[src/rtl/traffic_pkg.sv]
// Shared lamp and state encodings for the highway/country signal controller.
package traffic_pkg;

  typedef enum logic [1:0] {
    RED    = 2'd0,
    YELLOW = 2'd1,
    GREEN  = 2'd2
  } lamp_t;

  typedef enum logic [2:0] {
    S0 = 3'd0,
    S1 = 3'd1,
    S2 = 3'd2,
    S3 = 3'd3,
    S4 = 3'd4,
    S5 = 3'd5,
    S6 = 3'd6
  } state_t;

endpackage

[src/rtl/phase_timer.sv]
// Dwell counter for the current phase: clears on restart, otherwise counts up
// and saturates; done flags that the phase has reached its final cycle.
module phase_timer #(
  parameter int CNT_W = 8
) (
  input  logic             clock,
  input  logic             clear_n,
  input  logic             restart,
  input  logic [CNT_W-1:0] limit,
  output logic [CNT_W-1:0] tmr,
  output logic             done
);

  logic [CNT_W-1:0] r_tmr;
  logic [CNT_W:0]   w_tmrPlusOne;

  always_ff @(posedge clock or negedge clear_n) begin
    if (!clear_n) begin
      r_tmr <= '0;
    end else if (restart) begin
      r_tmr <= '0;
    end else if (r_tmr != {CNT_W{1'b1}}) begin
      r_tmr <= r_tmr + CNT_W'(1);
    end
  end

  // tmr >= limit-1, evaluated one bit wider so limit=0 cannot underflow
  assign w_tmrPlusOne = {1'b0, r_tmr} + (CNT_W + 1)'(1);
  assign done         = (w_tmrPlusOne >= {1'b0, limit});
  assign tmr          = r_tmr;

endmodule

[src/rtl/traffic_sig_control_param.sv]
// Highway/country intersection sequencer with parametrised phase durations.
// Optional pedestrian walk phase enabled by defining PED_WALK_EN.
module traffic_sig_control_param
  import traffic_pkg::*;
#(
  parameter int Y2R_DELAY      = 3,
  parameter int R2G_DELAY      = 2,
  parameter int HWY_MIN_GREEN  = 8,
  parameter int CTRY_MAX_GREEN = 16,
  parameter int WALK_TIME      = 6,
  parameter int CNT_W          = 8
) (
  input  logic       clock,
  input  logic       clear_n,
  input  logic       x,
`ifdef PED_WALK_EN
  input  logic       ped_req,
  output logic       walk,
`endif
  output lamp_t      highway,
  output lamp_t      country,
  output logic [2:0] state
);

  state_t           r_state;
  state_t           w_next;
  logic [CNT_W-1:0] w_limit;
  logic [CNT_W-1:0] w_tmr;
  logic             w_done;
  logic             w_restart;
  logic             w_request;

  always_ff @(posedge clock or negedge clear_n) begin
    if (!clear_n) begin
      r_state <= S0;
    end else begin
      r_state <= w_next;
    end
  end

`ifdef PED_WALK_EN
  logic r_pedPending;

  // A fresh request wins over the clear so a press on the S2->S6 edge is kept
  always_ff @(posedge clock or negedge clear_n) begin
    if (!clear_n) begin
      r_pedPending <= 1'b0;
    end else if (ped_req) begin
      r_pedPending <= 1'b1;
    end else if (r_state == S2 && w_next == S6) begin
      r_pedPending <= 1'b0;
    end
  end

  assign w_request = x | r_pedPending;
  assign walk      = (r_state == S6);
`else
  assign w_request = x;
`endif

  always_comb begin
    w_limit = CNT_W'(HWY_MIN_GREEN);
    case (r_state)
      S1, S4:  w_limit = CNT_W'(Y2R_DELAY);
      S2, S5:  w_limit = CNT_W'(R2G_DELAY);
      S3:      w_limit = CNT_W'(CTRY_MAX_GREEN);
      S6:      w_limit = CNT_W'(WALK_TIME);
      default: w_limit = CNT_W'(HWY_MIN_GREEN);
    endcase
  end

  always_comb begin
    w_next = r_state;
    case (r_state)
      S0: if (w_request && (w_tmr >= CNT_W'(HWY_MIN_GREEN - 1))) w_next = S1;
      S1: if (w_done) w_next = S2;
`ifdef PED_WALK_EN
      S2: if (w_done) w_next = r_pedPending ? S6 : S3;
`else
      S2: if (w_done) w_next = S3;
`endif
      S3: if (!x || w_done) w_next = S4;
      S4: if (w_done) w_next = S5;
      S5: if (w_done) w_next = S0;
`ifdef PED_WALK_EN
      S6: if (w_done) w_next = x ? S3 : S5;
`endif
      default: w_next = S0;
    endcase
  end

  assign w_restart = (w_next != r_state);

  phase_timer #(
    .CNT_W(CNT_W)
  ) u_timer (
    .clock  (clock),
    .clear_n(clear_n),
    .restart(w_restart),
    .limit  (w_limit),
    .tmr    (w_tmr),
    .done   (w_done)
  );

  // Unknown encodings show red both ways until the FSM recovers to S0
  always_comb begin
    highway = RED;
    country = RED;
    case (r_state)
      S0:      highway = GREEN;
      S1:      highway = YELLOW;
      S3:      country = GREEN;
      S4:      country = YELLOW;
      default: begin
        highway = RED;
        country = RED;
      end
    endcase
  end

  assign state = r_state;

endmodule
[config.mk]
export PLATFORM = sky130hd
export DESIGN_NAME = traffic_sig_control_param
export DESIGN_NICKNAME = d
export VERILOG_FILES = /design/src/rtl/traffic_pkg.sv /design/src/rtl/phase_timer.sv /design/src/rtl/traffic_sig_control_param.sv
export SDC_FILE = /design/constraint.sdc
export NUM_CORES = 1
export LEC_CHECK = 0
export BUFFER_PORTS_ARGS = -buffer_cell sky130_fd_sc_hd__buf_2
export CAP_MARGIN = 10
export CORE_MARGIN = 2
export CORE_UTILIZATION = 56
export DETAILED_ROUTE_END_ITERATION = 10
export PLACE_DENSITY = 0.77
export SYNTH_ARGS = -nofsm -noshare
export SYNTH_HDL_FRONTEND = slang
export SYNTH_SLANG_ARGS = --single-unit
[constraint.sdc]
create_clock -name clock -period 3.7 [get_ports clock]
set_clock_uncertainty 0.2 [all_clocks]
set_input_delay 0.74 -clock clock [delete_from_list [all_inputs] [get_ports clock]]
set_output_delay 0.74 -clock clock [all_outputs]
set_load 0.01 [all_outputs]
=== Yosys cells after proc, flatten, opt, wreduce, memory -nomap -nowiden ===
Cells that the tools add are included.
W data, S select, Z words.

* Flip-flop bits (word level): 11
* Bits of input ports: 3
* Output and inout port bits: 7
* Logic and storage cells: 33

* Add/subtract/negate cells: 2
* Order comparisons: 2
* Equal/unequal tests: 8
* Muxes and demuxes: 12
* Reduce and logical (&&, ||, !) cells: 7

{| class="wikitable"
|+ Operator list
! kind !! count
|-
| $pmux W5 S4 || 1
|-
| $mux W3 || 6
|-
| $pmux W3 S6 || 1
|-
| $mux W8 || 2
|-
| $add A8 B1 Y9 const B || 1
|-
| $eq A3 B3 Y1 const B || 3
|-
| $ge A9 B5 Y1 || 1
|-
| $add A8 B1 Y8 const B || 1
|-
| $ge A8 B3 Y1 const B || 1
|-
| $ne A8 B8 Y1 const B || 1
|-
| $pmux W2 S2 || 2
|-
| $eq A3 B2 Y1 const B || 2
|-
| $reduce_or A2 Y1 || 2
|-
| $eq A3 B1 Y1 const B || 1
|-
| $logic_not A3 Y1 || 1
|-
| $ne A3 B3 Y1 || 1
|-
| $reduce_bool A2 Y1 || 1
|-
| $logic_and A1 B1 Y1 || 1
|-
| $logic_not A1 Y1 || 1
|-
| $logic_or A1 B1 Y1 || 1
|}

=== Longest topological paths before layout ===
* Depth in word-level cells: 9
* Depth in mapped cells: 10
* Gate-level depth less buffers: 9

=== Modules after synthesis ===
A second synthesis with hierarchy kept.

* Cell total of the unflattened synthesis: 109
* Area, all modules: 919.6 um^2

{| class="wikitable"
|+ Modules (own cells, without submodules)
! module !! times used !! cells each !! area an instance (um^2) !! seq. area each (um^2)
|-
| phase_timer || 1 || 72 || 623.1 || 200.2
|-
| traffic_sig_control_param || 1 || 37 || 296.5 || 75.1
|}

=== Worst setup path after synthesis ===
OpenSTA, ideal clock, no wires.

* Kind: register to register
* Start point: register r_state[1], in the netlist state[1]
* End point: register r_state[1], in the netlist state[1]
* Library setup time: 0.069 ns
* Arrival time: 2.374 ns
* Data required time: 3.431 ns
* Slack: 1.057 ns
* Stages on the path, launching flop included: 10
* Path buffers: 1
* Clock period less this slack: 2.643 ns
* Path through: dfrtp_1 > clkbuf_1 > inv_1 > and3_1 > or2_2 > ha_1 > nand3_1 > a32oi_1 > or4_1 > nand3_1

* Longest elaborated chain between the ends: 7
* Elaborated cells on any way between the ends: 19
* Classes of those cells: order compare: 1; eq/ne: 6; mux: 8; reduce/logical: 4

{| class="wikitable"
|+ RTL lines
! what !! line !! RTL
|-
| from (decl) || traffic_sig_control_param.sv:25 || <nowiki>state_t r_state;</nowiki>
|-
| from (signal assigned) || traffic_sig_control_param.sv:37 || <nowiki>r_state <= w_next;</nowiki>
|-
| $eq A3 B3 Y1, or another cell as far along || traffic_sig_control_param.sv:63, traffic_sig_control_param.sv:74 ||
|-
| $reduce_or A2 Y1 || traffic_sig_control_param.sv:63 || <nowiki>case (r_state)</nowiki>
|-
| $pmux W5 S4 || traffic_sig_control_param.sv:63 ||
|-
| $ge A9 B5 Y1 || phase_timer.sv:29 || <nowiki>assign done = (w_tmrPlusOne >= {1'b0, limit});</nowiki>
|-
| $logic_or A1 B1 Y1 || traffic_sig_control_param.sv:82 || <nowiki>S3: if (!x || w_done) w_next = S4;</nowiki>
|-
| $mux W3 || traffic_sig_control_param.sv:82 ||
|-
| $pmux W3 S6 * || traffic_sig_control_param.sv:74 || <nowiki>case (r_state)</nowiki>
|-
| via w_next[1] || traffic_sig_control_param.sv:26 || <nowiki>state_t w_next;</nowiki>
|}

Mark *: on every way through the listed nets, which the timed path passes. The rest lies on a longest branch.
A chain may end at the register's enable or synchronous reset.

=== Worst setup path in the final report ===
* Start point: register r_state[0], in the netlist state[0]
* End point: register r_state[1], in the netlist state[1]

The elaborated chain is that of the path after synthesis.

==> flow_summary.toml <==
[route]
ant_nets = 0
drc = 0
drt_iter0_markers = 19
routedWlPerCell_um = 15.6
vias = 830
via_per_inst = 6.38
wirelength_um = 2020
firstDrtPassIters = 4

[yosys]
syn_area_um2 = 907
synth_cell_type_count = 35
ys_ff_latch = 11
synth_top_area_share_pct = 30.3
synth_top_area_cell = "dfrtp_1"
seq_area_frac_synth_pct = 30.3
synth_fp_nets = 113
yosysWarnings = 0
synth_area_leaders = "dfrtp_1 30%, ha_1 8.3%, nand3_1 4.4%"
avgSynthCellArea_um2 = 8.72
syn_inst = 104

[finish]
final_layout_size_suffix_gt1_share_pct = 18.4
multi_input_area_um2 = 591
diodes = 0
synthToLayoutAreaGrowth_pct = 8.00
nFillCells = 122
final-seq-area_um2 = 275
nets = 124

[timing]
drv_slew = 0
hold_ws_ns = 0.136
rsz0062_at_grt = "no"
min_period_over_period_pct = 74.3
hold_viol = 0
slew-limit-headroom_pct = 63.0
tightest_slew_ns = 0.556
min_period_ns = 2.75
setup-violations-final = 0
fmax_mhz = 364
final.setup.tns_ns = 0

[worst_setup_path]
timing.rr.start = "state[0]"
r2r-end = "state[1]"
critPathKind = "reg -> reg"
r2r_setup_slack_ns = 0.95
worstRegToRegCells = 8
worstSetupStartpoint = "state[0]"
end_kind = "register"
required_ns = 3.70
worstSetupStartpointType = "register"
endpoint = "state[1]"
crit_fanout = 12
crit_arrival_ns = 2.75

[hold_path]
hold_path_class = "in -> async"

[power_and_ir_drop]
vdd_drop_max_mv = 0.484
power_density_mw_per_mm2 = 888
power_leakage_nw = 0.471

[clock_network]
clock_sinks = 11
post_cts_buffers = 0
insertion_delay_ns = 0.26
cts_tree = "yes"
clkSlewWorstSetupHoldPaths_ns = 0.08
cts.path.max_buffers = 2
cts-resized-gates = 0
htree_levels = 1
numCtsBuffers = 3
root_buffer = "clkbuf_4"
cts_hold_buf = 0

[place]
dpl.hpwl_um = 1530
gp_congestion = 0.845
numPortBuffers = 9

[outcome]
status = "complete, no violations"

[grt]
grt_pass1_vias = 723
grt_max_degree = 13
grt_pass1_wl_um = 3300
grt_usage_pct = 22.9
antenna_found_initial = 0
grt_overflow = 0

[floorplan]
num_rows = 14
die_h_um = 44.2
die_w_um = 44.2
start_util_pct = 60.2
die_area_mm2 = 0.00196
coreArea_mm2 = 0.00151
ios = 10

[flow_run]
drv_cap = 0
## report_power, final
part           leakage (nW)  internal (mW)  switching (mW)
Combinational         0.311          0.254           0.308
Clock                0.0150         0.0415          0.0411
Sequential            0.146          0.160          0.0647
Total                 0.471          0.456           0.414
## cell type report
cell class / count / share of cell area [%]
flip-flops and latches: 11 / 28.1
inverters: 6 / 2.30
repair buffers: 9 / 4.60
well taps: 16 / 2.04
multi-input cells: 84 / 60.3
clock buffers: 4 / 2.68
## synthesized netlist by cell type
library cell	count
or3_1	3
ha_1	6
or4_4	1
nor3b_2	1
inv_1	5
dfrtp_1	11
nor3_1	7
a21boi_1	1
o31a_1	1
o211ai_1	2
nand3_1	8
and2_4	1
o21ai_0	7
nor4_1	2
xor2_1	4
or4_1	1
o21a_1	1
xnor2_1	3
and3_4	1
o31a_2	1
clkbuf_1	2
a32oi_1	2
nor2b_1	1
o21a_4	1
nand2b_1	1
or2_2	1
o32ai_1	1
nor2_1	8
and3_1	4
buf_6	1
nand2_1	7
o311ai_4	1
inv_2	1
mux2i_1	3
a21oi_1	3
## cells in the final DEF (no fill, tap or decap), types with 4 or more instances in the layout
| cell type | instances |
|---|---|
| nand2_1 | 7 |
| inv_1 | 5 |
| and3_1 | 4 |
| xor2_1 | 4 |
| dfrtp_1 | 11 |
| nor2_1 | 8 |
| o21ai_0 | 7 |
| nor3_1 | 7 |
| ha_1 | 6 |
| nand3_1 | 8 |
| buf_2 | 9 |
## worst min path at each step
stage	startpoint	endpoint	slack, ns	cells after the start
after floorplan	clear_n	state[0]	0.24	0
after global placement	u_timer.tmr[1]	u_timer.tmr[1]	0.42	2
after detailed placement	clear_n	u_timer.tmr[1]	0.43	1
after CTS	clear_n	state[1]	0.14	1
after global routing	clear_n	state[1]	0.15	1
final	clear_n	state[1]	0.14	1
## routing by layer
| layer | track usage, % | vias up | part of all wire, % |
|---|---|---|---|
| met3 | 3.67 | 6 | 3.8 |
| met1 | 31.5 | 400 | 45 |
| met2 | 36.2 | 17 | 49 |
| met4 | 8.48 | 0 | 1.8 |
| li1 | - | 407 | - |
| met5 | 0 | - | 0 |
## flip-flops by register name, summed over array words and instances (netlist names)
register / flops
state: 3
u_timer.tmr: 8
## cell families (layout without fill, tap and decap cells)
| kind of cell | after synthesis | in the layout | synth area share (%) |
|---|---|---|---|
| AOI/OAI and AO/OA | 21 | 21 | 18.3 |
| muxes | 3 | 3 | 3.31 |
| adders and majority gates | 6 | 6 | 8.28 |
| buffers and inverters | 9 | 19 | 4.55 |
| and+or+nand+nor | 47 | 47 | 28.4 |
| DFF | 11 | 11 | 30.3 |
| xor gates and xnor gates | 7 | 7 | 6.76 |
## worst max-delay path, stage by stage, from the launching register on
cell and delay, ns:
dfrtp_1 0.50, or3_1 0.48, nand2_1 0.11, ha_1 0.24
nor2b_1 0.13, o21ai_0 0.14, a32oi_1 0.22, or4_1 0.57
nand3_1 0.10
## through the flow
stage	std cells	setup WS (ns)	area (um^2)	power [mW]	utilization, %
after global placement	126	1.08	953	0.764	63.3
after detailed placement	126	0.986	953	0.787	63.3
after CTS	130	0.967	980	0.871	65.0
final	130	0.950	980	0.870	65.0
after floorplan	104	1.06	907	0.660	-
after global routing	130	0.825	980	0.947	65.0
(Power assumes the default switching activity.)
